`src/rtl/dmem_axil_bridge_if.sv`:
```
// AXI4-Lite bus bundle between the core's data port (master) and the dmem bridge (slave).
interface dmem_axil_bridge_if #(
  parameter int unsigned AXI_AWIDTH = 32,
  parameter int unsigned AXI_DWIDTH = 32
);
  logic [AXI_AWIDTH-1:0]   AXI_AWADDR;
  logic                    AXI_AWVALID;
  logic                    AXI_AWREADY;
  logic [AXI_DWIDTH-1:0]   AXI_WDATA;
  logic [AXI_DWIDTH/8-1:0] AXI_WSTRB;
  logic                    AXI_WVALID;
  logic                    AXI_WREADY;
  logic [1:0]              AXI_BRESP;
  logic                    AXI_BVALID;
  logic                    AXI_BREADY;
  logic [AXI_AWIDTH-1:0]   AXI_ARADDR;
  logic                    AXI_ARVALID;
  logic                    AXI_ARREADY;
  logic [AXI_DWIDTH-1:0]   AXI_RDATA;
  logic [1:0]              AXI_RRESP;
  logic                    AXI_RVALID;
  logic                    AXI_RREADY;

  modport slave (
    input  AXI_AWADDR, AXI_AWVALID, AXI_WDATA, AXI_WSTRB, AXI_WVALID, AXI_BREADY,
           AXI_ARADDR, AXI_ARVALID, AXI_RREADY,
    output AXI_AWREADY, AXI_WREADY, AXI_BRESP, AXI_BVALID, AXI_ARREADY, AXI_RDATA,
           AXI_RRESP, AXI_RVALID
  );

  modport master (
    output AXI_AWADDR, AXI_AWVALID, AXI_WDATA, AXI_WSTRB, AXI_WVALID, AXI_BREADY,
           AXI_ARADDR, AXI_ARVALID, AXI_RREADY,
    input  AXI_AWREADY, AXI_WREADY, AXI_BRESP, AXI_BVALID, AXI_ARREADY, AXI_RDATA,
           AXI_RRESP, AXI_RVALID
  );
endinterface

```
`src/rtl/dmem_axil_bridge.sv`:
```
// AXI4-Lite slave giving the RV32I data port access to data memory, either an external
// memory (test mode) or an internal word array.
module dmem_axil_bridge #(
  parameter int unsigned RISCOF_TEST_MODE = 1,
  parameter int unsigned INT_DMEM_SIZE    = 1024,
  parameter int unsigned AXI_AWIDTH       = 32,
  parameter int unsigned AXI_DWIDTH       = 32
) (
  input  logic                  sysclk,
  input  logic                  NRST,
  dmem_axil_bridge_if.slave     axi,
  input  logic [AXI_DWIDTH-1:0] DMEM_RDATA,
  output logic [AXI_DWIDTH-1:0] DMEM_WDATA,
  input  logic [AXI_DWIDTH-1:0] DMEM_WDATA_READ
);
  localparam int unsigned StrbW = AXI_DWIDTH / 8;

  typedef enum logic {WIdle, WResp} w_state_e;
  typedef enum logic {RIdle, RData} r_state_e;

  w_state_e r_wstate, w_wstate_nxt;
  r_state_e r_rstate, w_rstate_nxt;

  logic                  w_wr_hs;
  logic                  w_rd_hs;
  logic [AXI_DWIDTH-1:0] w_old;
  logic [AXI_DWIDTH-1:0] w_rd_src;
  logic [AXI_DWIDTH-1:0] r_rdata;

  // Write FSM: address and data are only ever accepted together.
  always_comb begin
    w_wstate_nxt    = r_wstate;
    w_wr_hs         = 1'b0;
    axi.AXI_BVALID  = 1'b0;
    unique case (r_wstate)
      WIdle: begin
        w_wr_hs = axi.AXI_AWVALID & axi.AXI_WVALID;
        if (w_wr_hs) w_wstate_nxt = WResp;
      end
      WResp: begin
        axi.AXI_BVALID = 1'b1;
        if (axi.AXI_BREADY) w_wstate_nxt = WIdle;
      end
      default: w_wstate_nxt = WIdle;
    endcase
  end

  assign axi.AXI_AWREADY = w_wr_hs;
  assign axi.AXI_WREADY  = w_wr_hs;
  assign axi.AXI_BRESP   = 2'b00;

  always_ff @(posedge sysclk) begin
    if (!NRST) r_wstate <= WIdle;
    else       r_wstate <= w_wstate_nxt;
  end

  // Read FSM: one cycle from AR handshake to RVALID, data held until RREADY.
  always_comb begin
    w_rstate_nxt   = r_rstate;
    w_rd_hs        = 1'b0;
    axi.AXI_RVALID = 1'b0;
    unique case (r_rstate)
      RIdle: begin
        w_rd_hs = axi.AXI_ARVALID;
        if (w_rd_hs) w_rstate_nxt = RData;
      end
      RData: begin
        axi.AXI_RVALID = 1'b1;
        if (axi.AXI_RREADY) w_rstate_nxt = RIdle;
      end
      default: w_rstate_nxt = RIdle;
    endcase
  end

  assign axi.AXI_ARREADY = w_rd_hs;
  assign axi.AXI_RRESP   = 2'b00;
  assign axi.AXI_RDATA   = r_rdata;

  always_ff @(posedge sysclk) begin
    if (!NRST) begin
      r_rstate <= RIdle;
      r_rdata  <= '0;
    end else begin
      r_rstate <= w_rstate_nxt;
      if (w_rd_hs) r_rdata <= w_rd_src;
    end
  end

  // Strobe merge onto the word currently stored at the write address.
  always_comb begin
    DMEM_WDATA = w_old;
    for (int i = 0; i < StrbW; i++) begin
      if (axi.AXI_WSTRB[i]) DMEM_WDATA[8*i +: 8] = axi.AXI_WDATA[8*i +: 8];
    end
  end

  if (RISCOF_TEST_MODE != 0) begin : g_ext
    logic w_unused_ext;
    assign w_old        = DMEM_WDATA_READ;
    assign w_rd_src     = DMEM_RDATA;
    assign w_unused_ext = ^{axi.AXI_AWADDR, axi.AXI_ARADDR};
  end else begin : g_int
    // Index uses low word-address bits only, so depth is expected to be a power of two.
    localparam int unsigned IdxW = (INT_DMEM_SIZE > 1) ? $clog2(INT_DMEM_SIZE) : 1;

    logic [AXI_DWIDTH-1:0] r_mem [INT_DMEM_SIZE];
    logic [IdxW-1:0]       w_widx;
    logic [IdxW-1:0]       w_ridx;
    logic                  w_unused_int;

    assign w_widx       = axi.AXI_AWADDR[IdxW+1:2];
    assign w_ridx       = axi.AXI_ARADDR[IdxW+1:2];
    assign w_old        = r_mem[w_widx];
    assign w_rd_src     = r_mem[w_ridx];
    assign w_unused_int = ^{DMEM_RDATA, DMEM_WDATA_READ, axi.AXI_AWADDR, axi.AXI_ARADDR};

    // Contents survive reset; a same-edge read sees the pre-write word.
    always_ff @(posedge sysclk) begin
      if (w_wr_hs) r_mem[w_widx] <= DMEM_WDATA;
    end
  end
endmodule

```
`src/flat_wrapper.sv`:
```
// flat-port wrapper written by rule: the top's interface ports become plain ports
module dmem_axil_bridge_flat 
#(
  parameter int unsigned RISCOF_TEST_MODE = 1,
  parameter int unsigned INT_DMEM_SIZE    = 1024,
  parameter int unsigned AXI_AWIDTH       = 32,
  parameter int unsigned AXI_DWIDTH       = 32
)
  (sysclk, NRST, DMEM_RDATA, DMEM_WDATA, DMEM_WDATA_READ, axi_AXI_AWADDR, axi_AXI_AWVALID, axi_AXI_WDATA, axi_AXI_WSTRB, axi_AXI_WVALID, axi_AXI_BREADY, axi_AXI_ARADDR, axi_AXI_ARVALID, axi_AXI_RREADY, axi_AXI_AWREADY, axi_AXI_WREADY, axi_AXI_BRESP, axi_AXI_BVALID, axi_AXI_ARREADY, axi_AXI_RDATA, axi_AXI_RRESP, axi_AXI_RVALID);
  dmem_axil_bridge_if #(.AXI_AWIDTH(AXI_AWIDTH), .AXI_DWIDTH(AXI_DWIDTH)) axi_i ();
  input  logic sysclk;
  input  logic NRST;
  input  logic [AXI_DWIDTH-1:0] DMEM_RDATA;
  output logic [AXI_DWIDTH-1:0] DMEM_WDATA;
  input  logic [AXI_DWIDTH-1:0] DMEM_WDATA_READ;
  input wire logic [$bits(axi_i.AXI_AWADDR)-1:0] axi_AXI_AWADDR;
  input wire logic [$bits(axi_i.AXI_AWVALID)-1:0] axi_AXI_AWVALID;
  input wire logic [$bits(axi_i.AXI_WDATA)-1:0] axi_AXI_WDATA;
  input wire logic [$bits(axi_i.AXI_WSTRB)-1:0] axi_AXI_WSTRB;
  input wire logic [$bits(axi_i.AXI_WVALID)-1:0] axi_AXI_WVALID;
  input wire logic [$bits(axi_i.AXI_BREADY)-1:0] axi_AXI_BREADY;
  input wire logic [$bits(axi_i.AXI_ARADDR)-1:0] axi_AXI_ARADDR;
  input wire logic [$bits(axi_i.AXI_ARVALID)-1:0] axi_AXI_ARVALID;
  input wire logic [$bits(axi_i.AXI_RREADY)-1:0] axi_AXI_RREADY;
  output wire logic [$bits(axi_i.AXI_AWREADY)-1:0] axi_AXI_AWREADY;
  output wire logic [$bits(axi_i.AXI_WREADY)-1:0] axi_AXI_WREADY;
  output wire logic [$bits(axi_i.AXI_BRESP)-1:0] axi_AXI_BRESP;
  output wire logic [$bits(axi_i.AXI_BVALID)-1:0] axi_AXI_BVALID;
  output wire logic [$bits(axi_i.AXI_ARREADY)-1:0] axi_AXI_ARREADY;
  output wire logic [$bits(axi_i.AXI_RDATA)-1:0] axi_AXI_RDATA;
  output wire logic [$bits(axi_i.AXI_RRESP)-1:0] axi_AXI_RRESP;
  output wire logic [$bits(axi_i.AXI_RVALID)-1:0] axi_AXI_RVALID;
  assign axi_i.AXI_AWADDR = axi_AXI_AWADDR;
  assign axi_i.AXI_AWVALID = axi_AXI_AWVALID;
  assign axi_i.AXI_WDATA = axi_AXI_WDATA;
  assign axi_i.AXI_WSTRB = axi_AXI_WSTRB;
  assign axi_i.AXI_WVALID = axi_AXI_WVALID;
  assign axi_i.AXI_BREADY = axi_AXI_BREADY;
  assign axi_i.AXI_ARADDR = axi_AXI_ARADDR;
  assign axi_i.AXI_ARVALID = axi_AXI_ARVALID;
  assign axi_i.AXI_RREADY = axi_AXI_RREADY;
  assign axi_AXI_AWREADY = axi_i.AXI_AWREADY;
  assign axi_AXI_WREADY = axi_i.AXI_WREADY;
  assign axi_AXI_BRESP = axi_i.AXI_BRESP;
  assign axi_AXI_BVALID = axi_i.AXI_BVALID;
  assign axi_AXI_ARREADY = axi_i.AXI_ARREADY;
  assign axi_AXI_RDATA = axi_i.AXI_RDATA;
  assign axi_AXI_RRESP = axi_i.AXI_RRESP;
  assign axi_AXI_RVALID = axi_i.AXI_RVALID;
  dmem_axil_bridge #(.RISCOF_TEST_MODE(RISCOF_TEST_MODE), .INT_DMEM_SIZE(INT_DMEM_SIZE), .AXI_AWIDTH(AXI_AWIDTH), .AXI_DWIDTH(AXI_DWIDTH)) u_core (.sysclk(sysclk), .NRST(NRST), .axi(axi_i), .DMEM_RDATA(DMEM_RDATA), .DMEM_WDATA(DMEM_WDATA), .DMEM_WDATA_READ(DMEM_WDATA_READ));
endmodule
```
`config.mk`:
```
export PLATFORM = sky130hd
export DESIGN_NAME = dmem_axil_bridge_flat
export DESIGN_NICKNAME = d
export VERILOG_FILES = /design/src/rtl/dmem_axil_bridge_if.sv /design/src/rtl/dmem_axil_bridge.sv /design/src/flat_wrapper.sv
export SDC_FILE = /design/constraint.sdc
export NUM_CORES = 1
export LEC_CHECK = 0
export CORE_AREA = 4 4 93 95
export DETAILED_ROUTE_END_ITERATION = 16
export DIE_AREA = 0 0 97 99
export HOLD_SLACK_MARGIN = 0.08
export PLACE_DENSITY = 0.85
export SETUP_SLACK_MARGIN = 0.1
export SLEW_MARGIN = 10
export SYNTH_ARGS = -nofsm -noshare
export SYNTH_HDL_FRONTEND = slang
export SYNTH_SLANG_ARGS = --single-unit
```
`constraint.sdc`:
```
create_clock -name sysclk -period 2.4 [get_ports sysclk]
set_input_delay 0.48 -clock sysclk [delete_from_list [all_inputs] [get_ports sysclk]]
set_output_delay 0.48 -clock sysclk [all_outputs]
set_load 0.005 [all_outputs]
```
==> run metrics <==
Layout Skew=slightly below 9 ps; minimum clock period=2184 ps; boundary pin count=244; Syn Inst Count=191; predominant post-synthesis flop cell=dfxtp_1; CTS tree=built; Die H=99 µm; Worst Path Arrival=1700 ps; Std-Cell Rows=32; Total GRT Usage=0.1360; Max IR drop VDD=0.0002427 V; Seq/Total Area, Yosys=0.3691; later-pin clock latency in the skew report=280 ps; Num CTS Buffers=5; Final Util=0.4788; status=finished, final reports clean; Worst-path clk slew=60 ps; Netlist cell types=16; Antenna Cells=0; Core Region=around 7700 µm²; Slew Limit Fails=0; # H-tree levels=2; # port buffers=175; Tot Pwr=1553 µW; Max stage delay on crit path=approximately 470 ps; Final Wtd Congestion=approximately 0.8; drt via density=between 4 and 5; FF-to-FF setup slack=1070 ps; fin cells=465; Multi-input gate area=993.5 µm²; Static Leak=0.001506 µW; fillers=719; DR iter-0 viols=37; Final Setup Violations=0; largest net degree at the start of global routing=39; Ys Warns=0; WS Path Type=primary input to primary output; first-pass GRT wire length=10,490 µm; startpoint types=primary input; critical path, cell by cell=clkdlybuf4s50_1, buf_6, mux2_1, dlygate4sd2_1; actual slew at the worst max-slew pin=568.4 ps; Final TNS setup=0 ps; drt wl/cell=14.50 µm; CP max FO=8; Die Width=97 µm; GRT overflow=0; PwrDens=419.8 nW/µm²; WL final=6741 µm; initial core utilization=0.2387; Syn Std Cell Area=about 1800 µm²; number of remaining DRC errors=0; DR vias=1,921; period utilization=0.9101; Hold Fails Final Rpt=0; Final ANT Viol Nets=0; quantity of hold-fixing buffers added after cts=0; RSZ-0062 raised after global routing=false; initial antenna violation count=0; Setup Buffers After CTS=0; FMAX=0.4578 GHz; EDFF count, synth=0; Mean Syn Cell Area=around 9.7 µm²; root buffer cell=clkbuf_8; Synth Register Bits=34; Resize count post-CTS=26; dpl ws=about 1.3 ps; Pre-antenna DRT Iters=4; worst hold path type=register to register; die area=9603 µm²; CTS Buffer Depth=2; Sink Count=34; nets=between 500 and 600; fraction of registers with async set/reset=0; slowest stage cell, crit path=clkdlybuf4s50_1; Worst Setup End Kind=primary output; worst rel slew slack=0.6211; Final WS setup=around 220 ps; Max Cap Viol=0; dpl hpwl=5503 µm; number of global-route vias before repair=2,057; area delta synth->final=100.6%; Worst Path Required=1920 ps; share of layout cells above drive strength 1=0.04408; storage element area=680.7 µm²; placed cells=around 460
==> state kept, by name, indices dropped and copies added (netlist names) <==
signal,count
u_core.r_wstate,1
u_core.r_rstate,1
u_core.axi.AXI_RDATA,32
==> power by group <==
part,switching (µW),internal (µW),leakage [µW]
logic,155,343,0.00118
clock network,200,231,0.0000482
registers,20.5,603,0.000280
==> layout make-up <==
| class | instances | share of cell area |
|---|---|---|
| tap | 102 | 0.03449 |
| clock inverter | 1 | 0.001353 |
| clock buffer | 7 | 0.02333 |
| sequential | 34 | 0.1840 |
| multi-input combinational | 140 | 0.2685 |
| timing repair buffer | 181 | 0.4883 |
==> critical path: cells and delay by family <==
family	cells	cell delay [ps]
buffers and inverters	3	880
multiplexers	1	340
==> cell usage after synthesis, types with 4 or more instances <==
| cell type | number | share of area |
|---|---|---|
| mux2_1 | 32 | 0.20 |
| buf_12 | 4 | 0.043 |
| nand2_1 | 65 | 0.13 |
| mux2i_1 | 32 | 0.17 |
| dfxtp_1 | 34 | 0.37 |
| buf_2 | 9 | 0.024 |
| buf_4 | 6 | 0.024 |
==> through the flow <==
stage          area [µm²]  hold WS (ps)
6_report             3700         453.7
5_1_grt              3700         477.2
4_1_cts              3700         458.8
3_5_place_dp         3631         448.2
3_3_place_gp         3631         441.1
2_1_floorplan        1856         451.1
==> cells by family (layout without fill, tap and decap cells) <==
| family | Yosys count | after routing | synth area share |
|---|---|---|---|
| mux | 64 | 64 | 0.3691 |
| flops | 34 | 34 | 0.3691 |
| compound gates | 2 | 2 | 0.006783 |
| buf+inv | 20 | 189 | 0.09837 |
| other cells | 1 | 4 | 0.002033 |
| simple gates | 70 | 70 | 0.1547 |
==> placed cells by master (no fill, tap or decap) <==
cell type	count
mux2_1	32
conb_1	4
clkinv_2	1
dfxtp_1	34
clkbuf_1	1
nor2_1	1
or2b_1	1
nor2b_2	1
clkbuf_8	6
buf_2	1
buf_12	3
o21a_1	1
nor2b_4	1
nand3b_1	1
dlygate4sd2_1	24
nand2_1	65
o21ai_1	1
buf_6	2
clkdlybuf4s50_1	150
mux2i_1	32
buf_4	1
==> layer usage <==
layer / up-vias / wire length, µm / track usage
li1: 960 / - / -
met1: 854 / 2765 / 0.1585
met2: 102 / 3239 / 0.2298
met3: 5 / 683 / 0.06228
met4: 0 / 53 / 0.02916
met5: - / 0 / 0
==> worst paths after layout <==
path                                         startpoint                                     to  cells after the start
setup / recovery                       axi_AXI_WSTRB[2]                         DMEM_WDATA[22]                      4
hold / removal    u_core.axi.AXI_RDATA[24]$_SDFFE_PN0P_  u_core.axi.AXI_RDATA[24]$_SDFFE_PN0P_                      2
setup reg to reg             u_core.r_rstate$_SDFF_PN0_  u_core.axi.AXI_RDATA[20]$_SDFFE_PN0P_                      3
hold reg to reg   u_core.axi.AXI_RDATA[24]$_SDFFE_PN0P_  u_core.axi.AXI_RDATA[24]$_SDFFE_PN0P_                      2
(Power assumes the default switching activity.)
